==> src/rtl/dht11_pkg.sv <==
// Shared definitions for the DHT11 reader: FSM encoding, default timing
// constants and byte positions inside the 40-bit sensor frame.
package dht11_pkg;

    typedef enum logic [3:0] {
        OCIOSO       = 4'd0,
        INICIO_BAIXO = 4'd1,
        LIBERA       = 4'd2,
        RESP_BAIXO   = 4'd3,
        RESP_ALTO    = 4'd4,
        BIT_BAIXO    = 4'd5,
        BIT_ALTO     = 4'd6,
        VERIFICA     = 4'd7,
        PRONTO       = 4'd8,
        ERRO         = 4'd9
    } estado_t;

    localparam int CLK_FREQ_HZ_PADRAO   = 50_000_000;
    localparam int START_LOW_US_PADRAO  = 18000;
    localparam int BIT_THRESH_US_PADRAO = 40;
    localparam int TIMEOUT_US_PADRAO    = 100;

    localparam int FRAME_BITS = 40;

    // Byte k of the frame occupies bits [8k+7:8k]; byte 4 is sent first.
    localparam int BYTE_UMID_INT = 4;
    localparam int BYTE_UMID_DEC = 3;
    localparam int BYTE_TEMP_INT = 2;
    localparam int BYTE_TEMP_DEC = 1;
    localparam int BYTE_CHECKSUM = 0;

    function automatic logic [7:0] frame_byte(input logic [FRAME_BITS-1:0] frame, input int idx);
        return frame[idx*8 +: 8];
    endfunction

endpackage

==> src/rtl/gerador_tick_us.sv <==
// Free-running 1 us tick: one-cycle pulse every CLK_FREQ_HZ/1e6 clocks
// (constantly high when the clock itself runs at 1 MHz).
module gerador_tick_us #(
    parameter int CLK_FREQ_HZ = 50_000_000
) (
    input  logic clock,
    input  logic reset,
    output logic tick
);

    localparam int DIVISOR = (CLK_FREQ_HZ / 1_000_000 < 1) ? 1 : CLK_FREQ_HZ / 1_000_000;
    localparam int CNT_W   = (DIVISOR > 1) ? $clog2(DIVISOR) : 1;
    localparam logic [CNT_W-1:0] ULTIMO = CNT_W'(DIVISOR - 1);

    logic [CNT_W-1:0] cnt_q, cnt_d;

    always_comb begin
        cnt_d = cnt_q + 1'b1;
        if (cnt_q == ULTIMO) begin
            cnt_d = '0;
        end
    end

    always_ff @(posedge clock) begin
        if (reset) begin
            cnt_q <= '0;
        end else begin
            cnt_q <= cnt_d;
        end
    end

    assign tick = (cnt_q == ULTIMO);

endmodule

==> src/rtl/dht11_leitor.sv <==
// DHT11 single-wire reader: drives the start pulse, times the sensor response
// and 40 data bits, checks the checksum and presents the reading with a strobe.
module dht11_leitor
    import dht11_pkg::*;
#(
    parameter int CLK_FREQ_HZ   = CLK_FREQ_HZ_PADRAO,
    parameter int START_LOW_US  = START_LOW_US_PADRAO,
    parameter int BIT_THRESH_US = BIT_THRESH_US_PADRAO,
    parameter int TIMEOUT_US    = TIMEOUT_US_PADRAO
) (
    input  logic       clock,
    input  logic       reset,
    input  logic       iniciar,
    input  logic       dht11_in,
    output logic       dht11_drive_low,
    output logic [7:0] umidadeInteira,
    output logic [7:0] umidadeDecimal,
    output logic [7:0] temperaturaInteira,
    output logic [7:0] temperaturaDecimal,
    output logic       dadosProntos,
    output logic       erro,
    output logic       ocupado,
    output logic [3:0] estado_dbg
);

    // Limits are applied on the tick that would complete the last microsecond.
    localparam logic [15:0] START_FIM   = 16'(START_LOW_US - 1);
    localparam logic [15:0] TIMEOUT_FIM = 16'(TIMEOUT_US - 1);
    localparam logic [15:0] LIMIAR      = 16'(BIT_THRESH_US);

    logic tick;

    gerador_tick_us #(
        .CLK_FREQ_HZ(CLK_FREQ_HZ)
    ) u_tick (
        .clock(clock),
        .reset(reset),
        .tick (tick)
    );

    estado_t               estado_q, estado_d;
    logic [1:0]            sync_q, sync_d;
    logic                  linha_ant_q, linha_ant_d;
    logic [15:0]           us_q, us_d;
    logic [FRAME_BITS-1:0] bits_q, bits_d;
    logic [5:0]            nbits_q, nbits_d;
    logic [7:0]            umid_int_q, umid_int_d;
    logic [7:0]            umid_dec_q, umid_dec_d;
    logic [7:0]            temp_int_q, temp_int_d;
    logic [7:0]            temp_dec_q, temp_dec_d;
    logic                  pronto_q, pronto_d;
    logic                  erro_q, erro_d;
    logic                  subida, descida;
    logic [7:0]            soma;

    assign subida  =  sync_q[1] & ~linha_ant_q;
    assign descida = ~sync_q[1] &  linha_ant_q;

    assign soma = frame_byte(bits_q, BYTE_UMID_INT) + frame_byte(bits_q, BYTE_UMID_DEC)
                + frame_byte(bits_q, BYTE_TEMP_INT) + frame_byte(bits_q, BYTE_TEMP_DEC);

    always_comb begin
        estado_d    = estado_q;
        sync_d      = {sync_q[0], dht11_in};
        linha_ant_d = sync_q[1];
        bits_d      = bits_q;
        nbits_d     = nbits_q;
        umid_int_d  = umid_int_q;
        umid_dec_d  = umid_dec_q;
        temp_int_d  = temp_int_q;
        temp_dec_d  = temp_dec_q;
        pronto_d    = 1'b0;
        erro_d      = erro_q;

        case (estado_q)
            OCIOSO: begin
                if (iniciar) begin
                    estado_d = INICIO_BAIXO;
                    erro_d   = 1'b0;
                    bits_d   = '0;
                    nbits_d  = '0;
                end
            end
            INICIO_BAIXO: if (tick && us_q >= START_FIM) estado_d = LIBERA;
            LIBERA:       if (descida) estado_d = RESP_BAIXO;
            RESP_BAIXO:   if (subida)  estado_d = RESP_ALTO;
            RESP_ALTO:    if (descida) estado_d = BIT_BAIXO;
            BIT_BAIXO:    if (subida)  estado_d = BIT_ALTO;
            BIT_ALTO: begin
                // The high-phase length decides the bit value, MSB first.
                if (descida) begin
                    bits_d   = {bits_q[FRAME_BITS-2:0], (us_q > LIMIAR)};
                    nbits_d  = nbits_q + 6'd1;
                    estado_d = (nbits_q == 6'd39) ? VERIFICA : BIT_BAIXO;
                end
            end
            VERIFICA: begin
                if (soma == frame_byte(bits_q, BYTE_CHECKSUM)) begin
                    estado_d   = PRONTO;
                    pronto_d   = 1'b1;
                    umid_int_d = frame_byte(bits_q, BYTE_UMID_INT);
                    umid_dec_d = frame_byte(bits_q, BYTE_UMID_DEC);
                    temp_int_d = frame_byte(bits_q, BYTE_TEMP_INT);
                    temp_dec_d = frame_byte(bits_q, BYTE_TEMP_DEC);
                end else begin
                    estado_d = ERRO;
                end
            end
            PRONTO: estado_d = OCIOSO;
            ERRO: begin
                erro_d   = 1'b1;
                estado_d = OCIOSO;
            end
            default: estado_d = OCIOSO;
        endcase

        // A line edge seen in the same cycle takes precedence over the timeout.
        if ((estado_q inside {LIBERA, RESP_BAIXO, RESP_ALTO, BIT_BAIXO, BIT_ALTO})
            && estado_d == estado_q && tick && us_q >= TIMEOUT_FIM) begin
            estado_d = ERRO;
        end

        if (estado_d != estado_q) begin
            us_d = '0;
        end else if (tick && us_q != 16'hFFFF) begin
            us_d = us_q + 16'd1;
        end else begin
            us_d = us_q;
        end
    end

    always_ff @(posedge clock) begin
        if (reset) begin
            estado_q    <= OCIOSO;
            sync_q      <= 2'b11;
            linha_ant_q <= 1'b1;
            us_q        <= '0;
            bits_q      <= '0;
            nbits_q     <= '0;
            umid_int_q  <= '0;
            umid_dec_q  <= '0;
            temp_int_q  <= '0;
            temp_dec_q  <= '0;
            pronto_q    <= 1'b0;
            erro_q      <= 1'b0;
        end else begin
            estado_q    <= estado_d;
            sync_q      <= sync_d;
            linha_ant_q <= linha_ant_d;
            us_q        <= us_d;
            bits_q      <= bits_d;
            nbits_q     <= nbits_d;
            umid_int_q  <= umid_int_d;
            umid_dec_q  <= umid_dec_d;
            temp_int_q  <= temp_int_d;
            temp_dec_q  <= temp_dec_d;
            pronto_q    <= pronto_d;
            erro_q      <= erro_d;
        end
    end

    assign dht11_drive_low    = (estado_q == INICIO_BAIXO);
    assign ocupado            = (estado_q != OCIOSO);
    assign dadosProntos       = pronto_q;
    assign erro               = erro_q;
    assign umidadeInteira     = umid_int_q;
    assign umidadeDecimal     = umid_dec_q;
    assign temperaturaInteira = temp_int_q;
    assign temperaturaDecimal = temp_dec_q;
    assign estado_dbg         = estado_q;

endmodule

==> config.mk <==
export PLATFORM = sky130hd
export DESIGN_NAME = dht11_leitor
export DESIGN_NICKNAME = d
export VERILOG_FILES = /design/src/rtl/dht11_pkg.sv /design/src/rtl/gerador_tick_us.sv /design/src/rtl/dht11_leitor.sv
export SDC_FILE = /design/constraint.sdc
export NUM_CORES = 1
export LEC_CHECK = 0
export ABC_AREA = 1
export CAP_MARGIN = 30
export CORE_UTILIZATION = 45
export CTS_BUF_LIST = sky130_fd_sc_hd__clkbuf_8
export DETAILED_ROUTE_END_ITERATION = 10
export GPL_ROUTABILITY_DRIVEN = 0
export HOLD_SLACK_MARGIN = 0.05
export PLACE_DENSITY = 0.68
export REMOVE_ABC_BUFFERS = 1
export SYNTH_ARGS = -nofsm -noshare
export SYNTH_HDL_FRONTEND = slang
export SYNTH_HIERARCHICAL = 1
export SYNTH_SLANG_ARGS = --single-unit
==> constraint.sdc <==
create_clock -name clock -period 3.6 [get_ports clock]
set_input_delay 0.72 -clock clock [delete_from_list [all_inputs] [get_ports clock]]
set_output_delay 0.72 -clock clock [all_outputs]
set_load 0.02 [all_outputs]
* Word-level counts from Yosys, hierarchy flattened
Cells that the tools add are included.
** Cells by class
- Add/subtract/negate cells :: 6
- Magnitude comparators :: 3
- Equality and inequality tests :: 16
- Multiplexer cells :: 20
- Bitwise operators :: 5
- Reductions and logical operators :: 16
** Operators with widths (number)
- $mux W40 :: 2
- $pmux W40 S2 :: 1
- $mux W4 :: 8
- $pmux W4 S8 :: 1
- $add A8 B8 Y8 :: 3
- $add A16 B1 Y16 const B :: 1
- $eq A4 B3 Y1 const B :: 4
- $ge A16 B15 Y1 const B :: 1
- $ge A16 B7 Y1 const B :: 1
- $gt A16 B6 Y1 const B :: 1
- $ne A16 B16 Y1 const B :: 1
- $add A6 B1 Y6 const B :: 2
- $eq A6 B6 Y1 const B :: 2
- $mux W6 :: 2
- $pmux W6 S2 :: 1
- $eq A4 B2 Y1 const B :: 2
- $eq A8 B8 Y1 :: 1
- $reduce_or A2 Y1 :: 3
- $logic_and A1 B1 Y1 :: 5
- $reduce_bool A5 Y1 :: 1
- $eq A4 B1 Y1 const B :: 1
- $eq A4 B4 Y1 :: 1
- $eq A4 B4 Y1 const B :: 1
- $logic_not A4 Y1 :: 1
- other kinds (11) :: 19
** Storage, ports and cells
- Flip-flop bits (word level) :: 109
- Input bits :: 4
- Logic and storage cells :: 79

* Depth between registers and ports, before layout
- Depth in word-level cells :: 13
- Gate-level depth with buffers :: 25
- Gate-level depth less buffers :: 24

* Cells and area by module
Netlist, hierarchy kept.
** By module, submodules not included
- dht11_leitor :: times used 1, cells an instance 700, area each 5147.4 um^2, sequential area each 2062.0 um^2
- gerador_tick_us :: times used 1, cells an instance 34, area each 282.8 um^2, sequential area each 120.1 um^2

* Worst setup path after synthesis
No wires, ideal clock.
- Path type :: register to register
- Start :: register bits_q[9]
- End :: register us_q[12]
- Setup time :: 118 ps
- Arrival :: 3416 ps
- Slack :: 66 ps
- Stages on the path, launching flop included :: 25
- Buffers on the path :: 1
- Cells stage by stage :: dfxtp_1 fa_1 inv_1 fa_1 inv_1 ha_1 inv_1 fa_1 nand2_1 inv_1 nor2_1 nand3_1 nor2_1 nand3_1 nor2_2 nand3_1 nand2_2 nand2_2 nand2_1 nand2_1 nand2_1 nand2_2 nand2_4 buf_8 nor3_2
** On the way
- Longest elaborated chain between the ends :: 11
** RTL lines
- from (decl) :: RTL line dht11_leitor.sv:45 : logic [FRAME_BITS-1:0] bits_q, bits_d;
- from (signal assigned) :: RTL line dht11_leitor.sv:151 : bits_q <= bits_d;
- $add A8 B8 Y8 (*) :: RTL line dht11_leitor.sv:60 : + frame_byte(bits_q, BYTE_TEMP_INT) + frame_byte(bits_q, BYTE_TEMP_DEC);
- $eq A8 B8 Y1 (*) :: RTL line dht11_leitor.sv:98 : if (soma == frame_byte(bits_q, BYTE_CHECKSUM)) begin
- $mux W1 (*) :: RTL line dht11_leitor.sv:98
- $pmux W4 S8 (*) :: RTL line dht11_leitor.sv:75 : case (estado_q)
- $eq A4 B4 Y1 :: RTL line dht11_leitor.sv:119 : && estado_d == estado_q && tick && us_q >= TIMEOUT_FIM) begin
- $logic_and A1 B1 Y1 (3 in series) :: RTL line dht11_leitor.sv:119
- $mux W4 (*) :: RTL line dht11_leitor.sv:118 : if ((estado_q inside {LIBERA, RESP_BAIXO, RESP_ALTO, BIT_BAIXO, BIT_ALTO})
- $ne A4 B4 Y1 (*) :: RTL line dht11_leitor.sv:123 : if (estado_d != estado_q) begin
- $reduce_or A2 Y1 (no source line) (*)
- to (signal assigned) :: RTL line dht11_leitor.sv:150 : us_q <= us_d;
- to (decl) :: RTL line dht11_leitor.sv:44 : logic [15:0] us_q, us_d;
Mark *: on every way between the ends. The rest lies on a longest branch, timed or not.
A chain may end at the register's enable or synchronous reset.

* Worst setup path in the final report
- Start :: register bits_q[9]
- End :: register us_q[13]
Same word-level chain as after synthesis.

==> run metrics <==
number of enable flip-flop cells after synthesis 0; kind of critical path reg -> reg; critical path endpoint category register; Via Count 4777; GRT overflow 0; DR vias/cell 5.071; sequential group share of total power 0.615; internal power 1489 µW; share of post-route cells with drive strength above 1 0.1827; Startpoint Class register; Hold Crit Depth 1; Clock Path Buffers 2; top-count cell post-synth nand2_1; Initial Util 0.4695; synthesized instance count 734; sequential area share after synthesis 0.4018; H-tree depth 3; total negative slack -355.9 ps; Critical Path AT 3910 ps; Yosys cell types 38; I/O pins 44; post-synthesis async set-or-reset flop share 0; leading post-synthesis cells by cell area dfxtp_1 (40%), nand2_1 (12%), a21oi_1 (7.7%); DIE AREA 0.01251 mm²; R2R Path Start bits_q[9]; worst skew pair latency 380 ps; Max Cap Viol 0; Sequential Area 0.002183 mm²; outcome finished, violations left; ANT cells 0; Yosys top cell area share 0.4018; Gate power share 0.055; pins over their slew limit 0; clock root buffer clkbuf_8; Syn Area/Cell 7.398 µm²; DR pass1 iterations 8; Final Hold Slack 420.2 ps; r2r worst-path depth 23; crit path time final 3632 ps; CTS sink count 109; Clock Power Share 0.330; Residual DRC 4; worst hold path type reg -> reg; FF-to-FF End us_q[13]; maximum VDD drop 0.1530 mV; CTS tree yes; multi-input logic area 0.002989 mm²; top cell type by total area after synthesis dfxtp_1; dominant synthesized flop cell dfxtp_1; Hold EP sync_q[1]; GRT Resource Usage Total 0.1872; NetSw 485.8 µW; core area 0.01156 mm²; IO buf count 43; vias in the first global route 4415; die span in x 111.9 µm; failing checks DRC, setup timing; largest net degree at the start of global routing 53; initial antenna violation count 0; Reg2Reg Setup Slack -30 ps; Final Hold Vio Count 0; Net Sw Frac 0.2460; final instance area 0.006754 mm²; NumNets Final 824; Clock transition at path regs 100 ps; Max Freq 0.2753 GHz; Site Rows 39; routed len/inst 13.30 µm; power per cell area 292.3 mW/mm²; fillcell total 1048; max_slew headroom 0.1328; final setup violation count 16; Final Cycle Share 1.009; P_leak 0.002650 µW; required time of the critical path 3880 ps; Final Skew 10.35 ps; Layout area overhead 24.38%; DRT Wirelength 12530 µm; RSZ-0062 raised after global routing true; Placed Area 0.006082 mm²; hold_sp sync_q[0]; antenna-violating nets left 0; global-route wire length before repair 19300 µm; Initial DRC Count 242; Worst-Margin Slew 1299 ps; synth cell count leaders nand2_1 (172), dfxtp_1 (109), inv_1 (108); DP Wirelength 7724 µm; Die H 111.9 µm; Final WS setup -32.00 ps; Worst Path Max Fanout 8; #FFs+latches synth 109; cts bufs inserted 9; Post-Syn Area 0.005430 mm²; Synth warnings 6
==> metrics by stage <==
step	cells	setup WS (ps)	power, µW	util
global placement	914	-58.68	1335	0.5259
floorplan	708	-891.5	1295	-
global route	942	-280.6	2045	0.5840
finish	942	-32.00	1975	0.5840
CTS	932	-35.47	1984	0.5459
detailed placement	914	-174.9	1337	0.5259
==> cells by family (layout without fill, tap and decap cells) <==
group / Yosys count / count (layout) / share of synthesized area
buffers and inverters: 140 / 204 / 0.1023
adders and majority gates: 26 / 26 / 0.07926
and+or+nand+nor: 307 / 308 / 0.2571
AOI/OAI and AO/OA: 132 / 132 / 0.1272
xor gates and xnor gates: 20 / 20 / 0.03226
DFF: 109 / 109 / 0.4018
==> cell type report <==
type	count	share of cell area
Sequential cell	109	0.3233
Inverter	114	0.06336
Tap cell	143	0.02649
Timing Repair Buffer	74	0.1208
Clock inverter	7	0.005187
Clock buffer	9	0.01834
Multi-Input combinational cell	486	0.4426
==> routing by layer <==
metal,GRT usage,wire length [µm]
met1,0.2414,5760
met3,0.03593,425
met4,0.06577,194
met5,0,0
met2,0.3122,6148
==> worst max-delay path by stage <==
stage / start / end / cells after the start
6_report: bits_q[9] / us_q[13] / 23
4_1_cts: bits_q[9] / us_q[0] / 21
3_5_place_dp: bits_q[9] / us_q[1] / 23
3_3_place_gp: bits_q[9] / us_q[0] / 23
5_1_grt: bits_q[9] / us_q[3] / 21
2_1_floorplan: bits_q[9] / temperaturaDecimal[0] / 17
==> worst max-delay path, cell delays in order (launching register included) <==
cell	delay, ps
dfxtp_2	350
fa_1	560
inv_2	40
fa_1	500
inv_1	50
ha_2	180
inv_2	50
fa_1	420
nand2_1	90
inv_1	40
nor2_1	80
nand3_1	80
nor2_1	110
nand3_1	100
nor2_2	120
nand3_2	90
nand2_2	80
nand2_2	60
nand2_2	100
nand2_4	80
nand2_4	110
nand2_8	80
nand2_8	130
nor3_2	50
==> timing repair <==
action / CTS / global route
pin swaps: 5 / 21
endpoints found under the setup margin: 19 / 52
gates cloned: 1 / 7
gates resized for setup: 14 / 95
hold buffers: 0 / 0
setup buffers: 1 / 5
==> cell usage in the layout, fill, tap and decap left out, drive strengths merged <==
| cell | count |
|---|---|
| nor2 | 50 |
| or2 | 3 |
| nand4 | 9 |
| clkinvlp | 1 |
| dfxtp | 109 |
| a31oi | 1 |
| o211ai | 1 |
| nand3 | 36 |
| clkinv | 4 |
| inv | 116 |
| clkbuf | 13 |
| fa | 14 |
| clkdlybuf4s50 | 42 |
| a211oi | 1 |
| o31ai | 1 |
| xor2 | 14 |
| buf | 28 |
| nor3 | 25 |
| xnor2 | 6 |
| nand2 | 179 |
| o21bai | 1 |
| o21ai | 39 |
| a21oi | 85 |
| ha | 12 |
| o21a | 3 |
| nand3b | 4 |
| nor3b | 2 |
==> sequential cells by signal (all words and copies together), names as in the netlist, 2 cells and up <==
register and count:
bits_q 40, us_q 16, temperaturaDecimal 8, temperaturaInteira 8, umidadeDecimal 8, umidadeInteira 8
nbits_q 6, u_tick/cnt_q 6, estado_dbg 4, sync_q 2
==> power by group through the flow <==
stage	sequential [µW]	clock [µW]	combinational, µW
global placement	1240	0	92.7
global route	1220	711	118
detailed placement	1240	0	94.3
CTS	1210	674	96.0
finish	1210	651	108
floorplan	1240	0	52.1
No activity file was read; power rests on OpenSTA's default activity.
